===== config.mk =====
export PLATFORM = sky130hd
export DESIGN_NAME = hilo_acc_reg
export DESIGN_NICKNAME = d
export VERILOG_FILES = /design/src/rtl/hilo_acc_reg.sv
export SDC_FILE = /design/constraint.sdc
export NUM_CORES = 1
export LEC_CHECK = 0
export ABC_AREA = 1
export CORE_MARGIN = 2
export CORE_UTILIZATION = 50
export CTS_BUF_LIST = sky130_fd_sc_hd__clkbuf_2
export DETAILED_ROUTE_END_ITERATION = 8
export GPL_ROUTABILITY_DRIVEN = 0
export PLACE_DENSITY = 0.73
export SYNTH_ARGS = -nofsm -noshare
export SYNTH_HDL_FRONTEND = slang
export SYNTH_SLANG_ARGS = --single-unit

===== constraint.sdc =====
create_clock -name clk -period 3.9 [get_ports clk]
set_input_delay 0.39 -clock clk [delete_from_list [all_inputs] [get_ports clk]]
set_output_delay 0.39 -clock clk [all_outputs]
set_load 0.1 [all_outputs]

===== src/rtl/hilo_acc_reg.sv =====
// rtl/hilo_acc_reg.sv - HI/LO result register pair with two-phase multiply-accumulate/subtract
// Accepts LOAD/MADD/MSUB results and direct HI/LO writes; accumulates run LO first, then HI with carry.
module hilo_acc_reg #(
    parameter int W = 32
) (
    input  logic           clk,
    input  logic           rst,
    input  logic           res_valid,
    input  logic [1:0]     res_op,
    input  logic [2*W-1:0] res_data,
    output logic           res_ready,
    input  logic           mt_hi,
    input  logic           mt_lo,
    input  logic [W-1:0]   mt_data,
    output logic [W-1:0]   hi_out,
    output logic [W-1:0]   lo_out,
    output logic           busy,
    output logic           done
);

    typedef enum logic [1:0] {
        IDLE   = 2'b00,
        ACC_LO = 2'b01,
        ACC_HI = 2'b10
    } state_t;

    localparam logic [1:0] OP_LOAD = 2'b00;
    localparam logic [1:0] OP_MADD = 2'b01;
    localparam logic [1:0] OP_MSUB = 2'b10;

    state_t       state;
    state_t       state_nxt;

    logic [W-1:0] hi_q;
    logic [W-1:0] lo_q;
    logic [W-1:0] cap_up;
    logic [W-1:0] cap_lo;
    logic         cap_sub;
    logic         carry;
    logic         done_q;

    logic         hs;
    logic         acc_start;
    logic [W:0]   lo_sum;
    logic [W-1:0] hi_sum;
    logic [W-1:0] carry_ext;

    // State machine: next-state and handshake decode
    always_comb begin
        state_nxt = state;
        hs        = res_valid && (state == IDLE);
        acc_start = hs && ((res_op == OP_MADD) || (res_op == OP_MSUB));
        case (state)
            IDLE:    if (acc_start) state_nxt = ACC_LO;
            ACC_LO:  state_nxt = ACC_HI;
            ACC_HI:  state_nxt = IDLE;
            default: state_nxt = IDLE;
        endcase
    end

    always_ff @(posedge clk) begin
        if (rst) begin
            state <= IDLE;
        end else begin
            state <= state_nxt;
        end
    end

    // Low half uses a W+1 bit result so bit W is the carry-out (add) or borrow-out (sub)
    always_comb begin
        carry_ext = {{(W-1){1'b0}}, carry};
        if (cap_sub) begin
            lo_sum = {1'b0, lo_q} - {1'b0, cap_lo};
            hi_sum = hi_q - cap_up - carry_ext;
        end else begin
            lo_sum = {1'b0, lo_q} + {1'b0, cap_lo};
            hi_sum = hi_q + cap_up + carry_ext;
        end
    end

    always_ff @(posedge clk) begin
        if (rst) begin
            hi_q    <= '0;
            lo_q    <= '0;
            cap_up  <= '0;
            cap_lo  <= '0;
            cap_sub <= 1'b0;
            carry   <= 1'b0;
            done_q  <= 1'b0;
        end else begin
            done_q <= 1'b0;
            case (state)
                IDLE: begin
                    if (hs) begin
                        // A handshake wins over any direct write on the same edge
                        case (res_op)
                            OP_LOAD: begin
                                hi_q   <= res_data[2*W-1:W];
                                lo_q   <= res_data[W-1:0];
                                done_q <= 1'b1;
                            end
                            OP_MADD, OP_MSUB: begin
                                cap_up  <= res_data[2*W-1:W];
                                cap_lo  <= res_data[W-1:0];
                                cap_sub <= res_op[1];
                                carry   <= 1'b0;
                            end
                            default: ;
                        endcase
                    end else begin
                        if (mt_hi) hi_q <= mt_data;
                        if (mt_lo) lo_q <= mt_data;
                    end
                end
                ACC_LO: begin
                    lo_q  <= lo_sum[W-1:0];
                    carry <= lo_sum[W];
                end
                ACC_HI: begin
                    hi_q   <= hi_sum;
                    done_q <= 1'b1;
                end
                default: ;
            endcase
        end
    end

    assign res_ready = (state == IDLE);
    assign busy      = !res_ready;
    assign hi_out    = hi_q;
    assign lo_out    = lo_q;
    assign done      = done_q;

endmodule


==> flow_summary.ini <==
[worst_setup_path]
reg2reg_depth = 18
r2r-end = carry$_SDFFE_PP0P_
critPathRequiredTime_ns = 4.58
startpoint = cap_lo[2]$_SDFFE_PP0P_
path_common_cell = a21oi_1
cp_top_family = simple AND/OR/NAND/NOR gates
crit_buf_inv = 2
ff2ff_setup_slack_ns = 0.34
max_stage_delay_ns = 0.41
endpoint = carry$_SDFFE_PP0P_
r2r-start = cap_lo[2]$_SDFFE_PP0P_
worst-path-stages = 18
arrival_ns = 4.24
critPathKind = reg -> reg
cp-start-kind = flop
cp_max_fo = 5
slowest_stage = ha_1
crit_path_end_kind = flop
worstPathCellList = inv_1 -> nand3_1 -> nand3b_1 -> or2_1 -> nor2_4 -> nor2_1 -> a21oi_1 -> nand2_1 -> xnor2_1 -> ha_1 -> inv_1 -> o21bai_1 -> a21oi_1 -> o21ai_0 -> nor2_1 -> nand3b_1 -> nand3_1 -> a21oi_1

[min_path]
hold_path_class = in -> reg

[yosys]
synthCells = 2402
yosysWarningCount = 0
yosys.cell_types.count = 42
synth_most_common_cell = nand2_1
synth_common_cells = nand2_1, inv_1, a21oi_1
syn_area_per_cell_sq_um = 5.76
ys_ff_latch = 133
synth_fp_nets = 2634
synthesis.area_sq_um = 13800
synth-edff-count = 0
synth_top_cell_by_area = dfxtp_1
synth-async-reset-ratio = 0
yosysTopAreaCellShare = 0.193
synth_seq_area_share = 0.193
ys.flop_type = dfxtp_1
ys_top_cells_by_area = dfxtp_1, nand2_1, ha_1

[clocking]
cts_resized = 0
cts_hold_buf = 0
clk_pin_slew_ns = 0.24
cts_num_sinks = 133
cts_buffers = 17
cts_tree = yes
root_buffer = clkbuf_2
post_cts_buffers = 0
h-tree-depth = 4
cts_buffer_depth = 2
insertion_delay_ns = 0.75

[global_routing]
grt_pass1_vias = 15100
overflow = 0
grt_pass1_wl_microns = 76200
track_usage = 0.331
antenna_found_initial = 2
grt_max_degree = 64

[route]
wire_per_inst_microns = 16.8
drt_iter0_drc = 1713
antenna_left = 0
vias_per_cell = 5.58
drt_wl_total_microns = 48500
drc = 0
dr.pass1.iters = 6
vias = 16100

[cells_and_area]
final-seq-area_sq_um = 2660
syn_to_final_growth_pct = 15.9
post-route-util = 0.593
num-fill-cells = 2738
final_cells = 2892
nNetsFinal = 2768
multi_input_area_sq_um = 9360
drive_gt1_frac = 0.0286

[timing]
min_period_over_period = 0.914
tns_ns = 0
post-route-min-period_ns = 3.56
fmax_ghz = 0.281
skew_ns = 0.0425
rsz0062_at_grt = no
maxSlewHeadroom = 0.290
setup_violations = 0
hold_viol = 0
worst_pin_slew_ns = 1.07
drv_slew = 0
setup_ws_ns = 0.336

[placement]
dp_slack_ns = 0.360
dp_hpwl_microns = 38800
numPlacedInstances = 2858
portBuffers = 169

[power_and_ir_drop]
p_switching_mw = 3.45
peakVddDrop_uv = 288
share_comb_of_total_power = 0.616
intPower_mw = 2.94
switching_share = 0.540
power_density_nw_per_um2 = 398
leakagePower_nw = 8.14
clkPwrFrac = 0.128
p_seq_frac = 0.256

[floorplan]
die_x_microns = 170
die_h_microns = 170
start_util = 0.512
rows = 60
core_sq_um = 27000
pin_count = 170
dieArea_sq_um = 29000

[outcome]
outcome = finished, final reports clean

[flow_run]
maxCapViolCount = 0
## worst min path at each step
stage,slack [ns],cells after the start,end,startpoint
3_5_place_dp,0.48,2,hi_out[31]$_SDFFE_PP0P_,hi_out[31]$_SDFFE_PP0P_
2_1_floorplan,0.45,2,cap_up[31]$_SDFFE_PP0P_,cap_up[31]$_SDFFE_PP0P_
6_report,0.19,3,cap_up[5]$_SDFFE_PP0P_,res_data[37]
3_3_place_gp,0.47,2,cap_up[31]$_SDFFE_PP0P_,cap_up[31]$_SDFFE_PP0P_
4_1_cts,0.15,3,cap_up[5]$_SDFFE_PP0P_,res_data[37]
5_1_grt,0.12,3,cap_up[30]$_SDFFE_PP0P_,res_data[62]
## final cells by class
cell class / count / share of cell area
Clock inverter: 14 / 0.00789
Multi-Input combinational cell: 1791 / 0.584
Tap cell: 341 / 0.0266
Antenna cell: 2 / 0.000312
Clock buffer: 18 / 0.00562
Inverter: 408 / 0.0957
Timing Repair Buffer: 185 / 0.114
Sequential cell: 133 / 0.166
## cells by family (layout without fill, tap and decap cells)
family | Yosys count | after routing | share of synthesized area
DFF | 133 | 133 | 0.193
adders and majority gates | 129 | 129 | 0.119
and+or+nand+nor | 1164 | 1164 | 0.351
AOI/OAI and AO/OA | 443 | 443 | 0.171
buffers and inverters | 478 | 625 | 0.131
xor gates and xnor gates | 55 | 55 | 0.0348
other | 0 | 2 | 0
## power groups by stage
stage               Clock, mW  Sequential (mW)  Combinational, mW
floorplan                   0             2.16               2.32
global placement            0             1.66               3.77
finish                  0.816             1.64               3.93
CTS                     0.828             1.63               3.86
global route            0.889             1.65               4.32
detailed placement          0             1.66               3.84
## through the flow
step           area [sq um]  hold WS, ns  power (mW)
2_1_floorplan         13800        0.454        4.48
3_3_place_gp          15800        0.468        5.43
3_5_place_dp          15800        0.479        5.50
4_1_cts               16000        0.150        6.32
5_1_grt               16000        0.123        6.86
6_report              16000        0.192        6.39
## placed cells by master, fill, tap and decap left out, types with 2 or more instances in the layout
cell,count
nand3_1,194
clkinvlp_4,3
or2_2,3
clkdlybuf4s50_1,168
nor2_1,176
clkinv_1,3
nor2_4,2
buf_4,15
nand2_1,706
or2_0,2
xor2_1,37
ha_1,124
fa_1,5
xnor2_1,18
nand3b_1,13
clkbuf_2,18
nor2_2,4
o21a_1,7
nor3_4,3
o21ai_1,5
nor3_1,28
a31oi_1,21
a21oi_1,214
dfxtp_1,132
and2_1,4
clkinv_2,3
nand4_1,19
o21ai_0,168
o21bai_1,13
o31ai_1,4
inv_1,400
inv_2,5
clkinv_4,2
inv_6,3
a21o_1,5
nor4_1,6
a221oi_2,4
diode_2,2
## worst register-to-register path: stages, from the launching register on
cell	delay [ns]
dfxtp_1	0.35
inv_1	0.11
nand3_1	0.12
nand3b_1	0.21
or2_1	0.32
nor2_4	0.16
nor2_1	0.09
a21oi_1	0.24
nand2_1	0.13
xnor2_1	0.18
ha_1	0.41
inv_1	0.12
o21bai_1	0.22
a21oi_1	0.09
o21ai_0	0.30
nor2_1	0.11
nand3b_1	0.10
nand3_1	0.08
a21oi_1	0.17
## routing by layer
layer  part of all wire  wire, microns  up-vias  GRT usage
met5                  0              0        -          0
met4              0.035           1710        0      0.114
met3              0.090           4350      115     0.0409
met2               0.45          22100      775      0.550
met1               0.42          20400     7307      0.441
li1                   -              -     7950          -
## state kept, by name (all words and copies together) (netlist names)
| signal | flops |
|---|---|
| cap_lo | 32 |
| cap_sub | 1 |
| cap_up | 32 |
| carry | 1 |
| done | 1 |
| hi_out | 32 |
| lo_out | 32 |
| state | 2 |
Power figures use the tool's default switching activity.
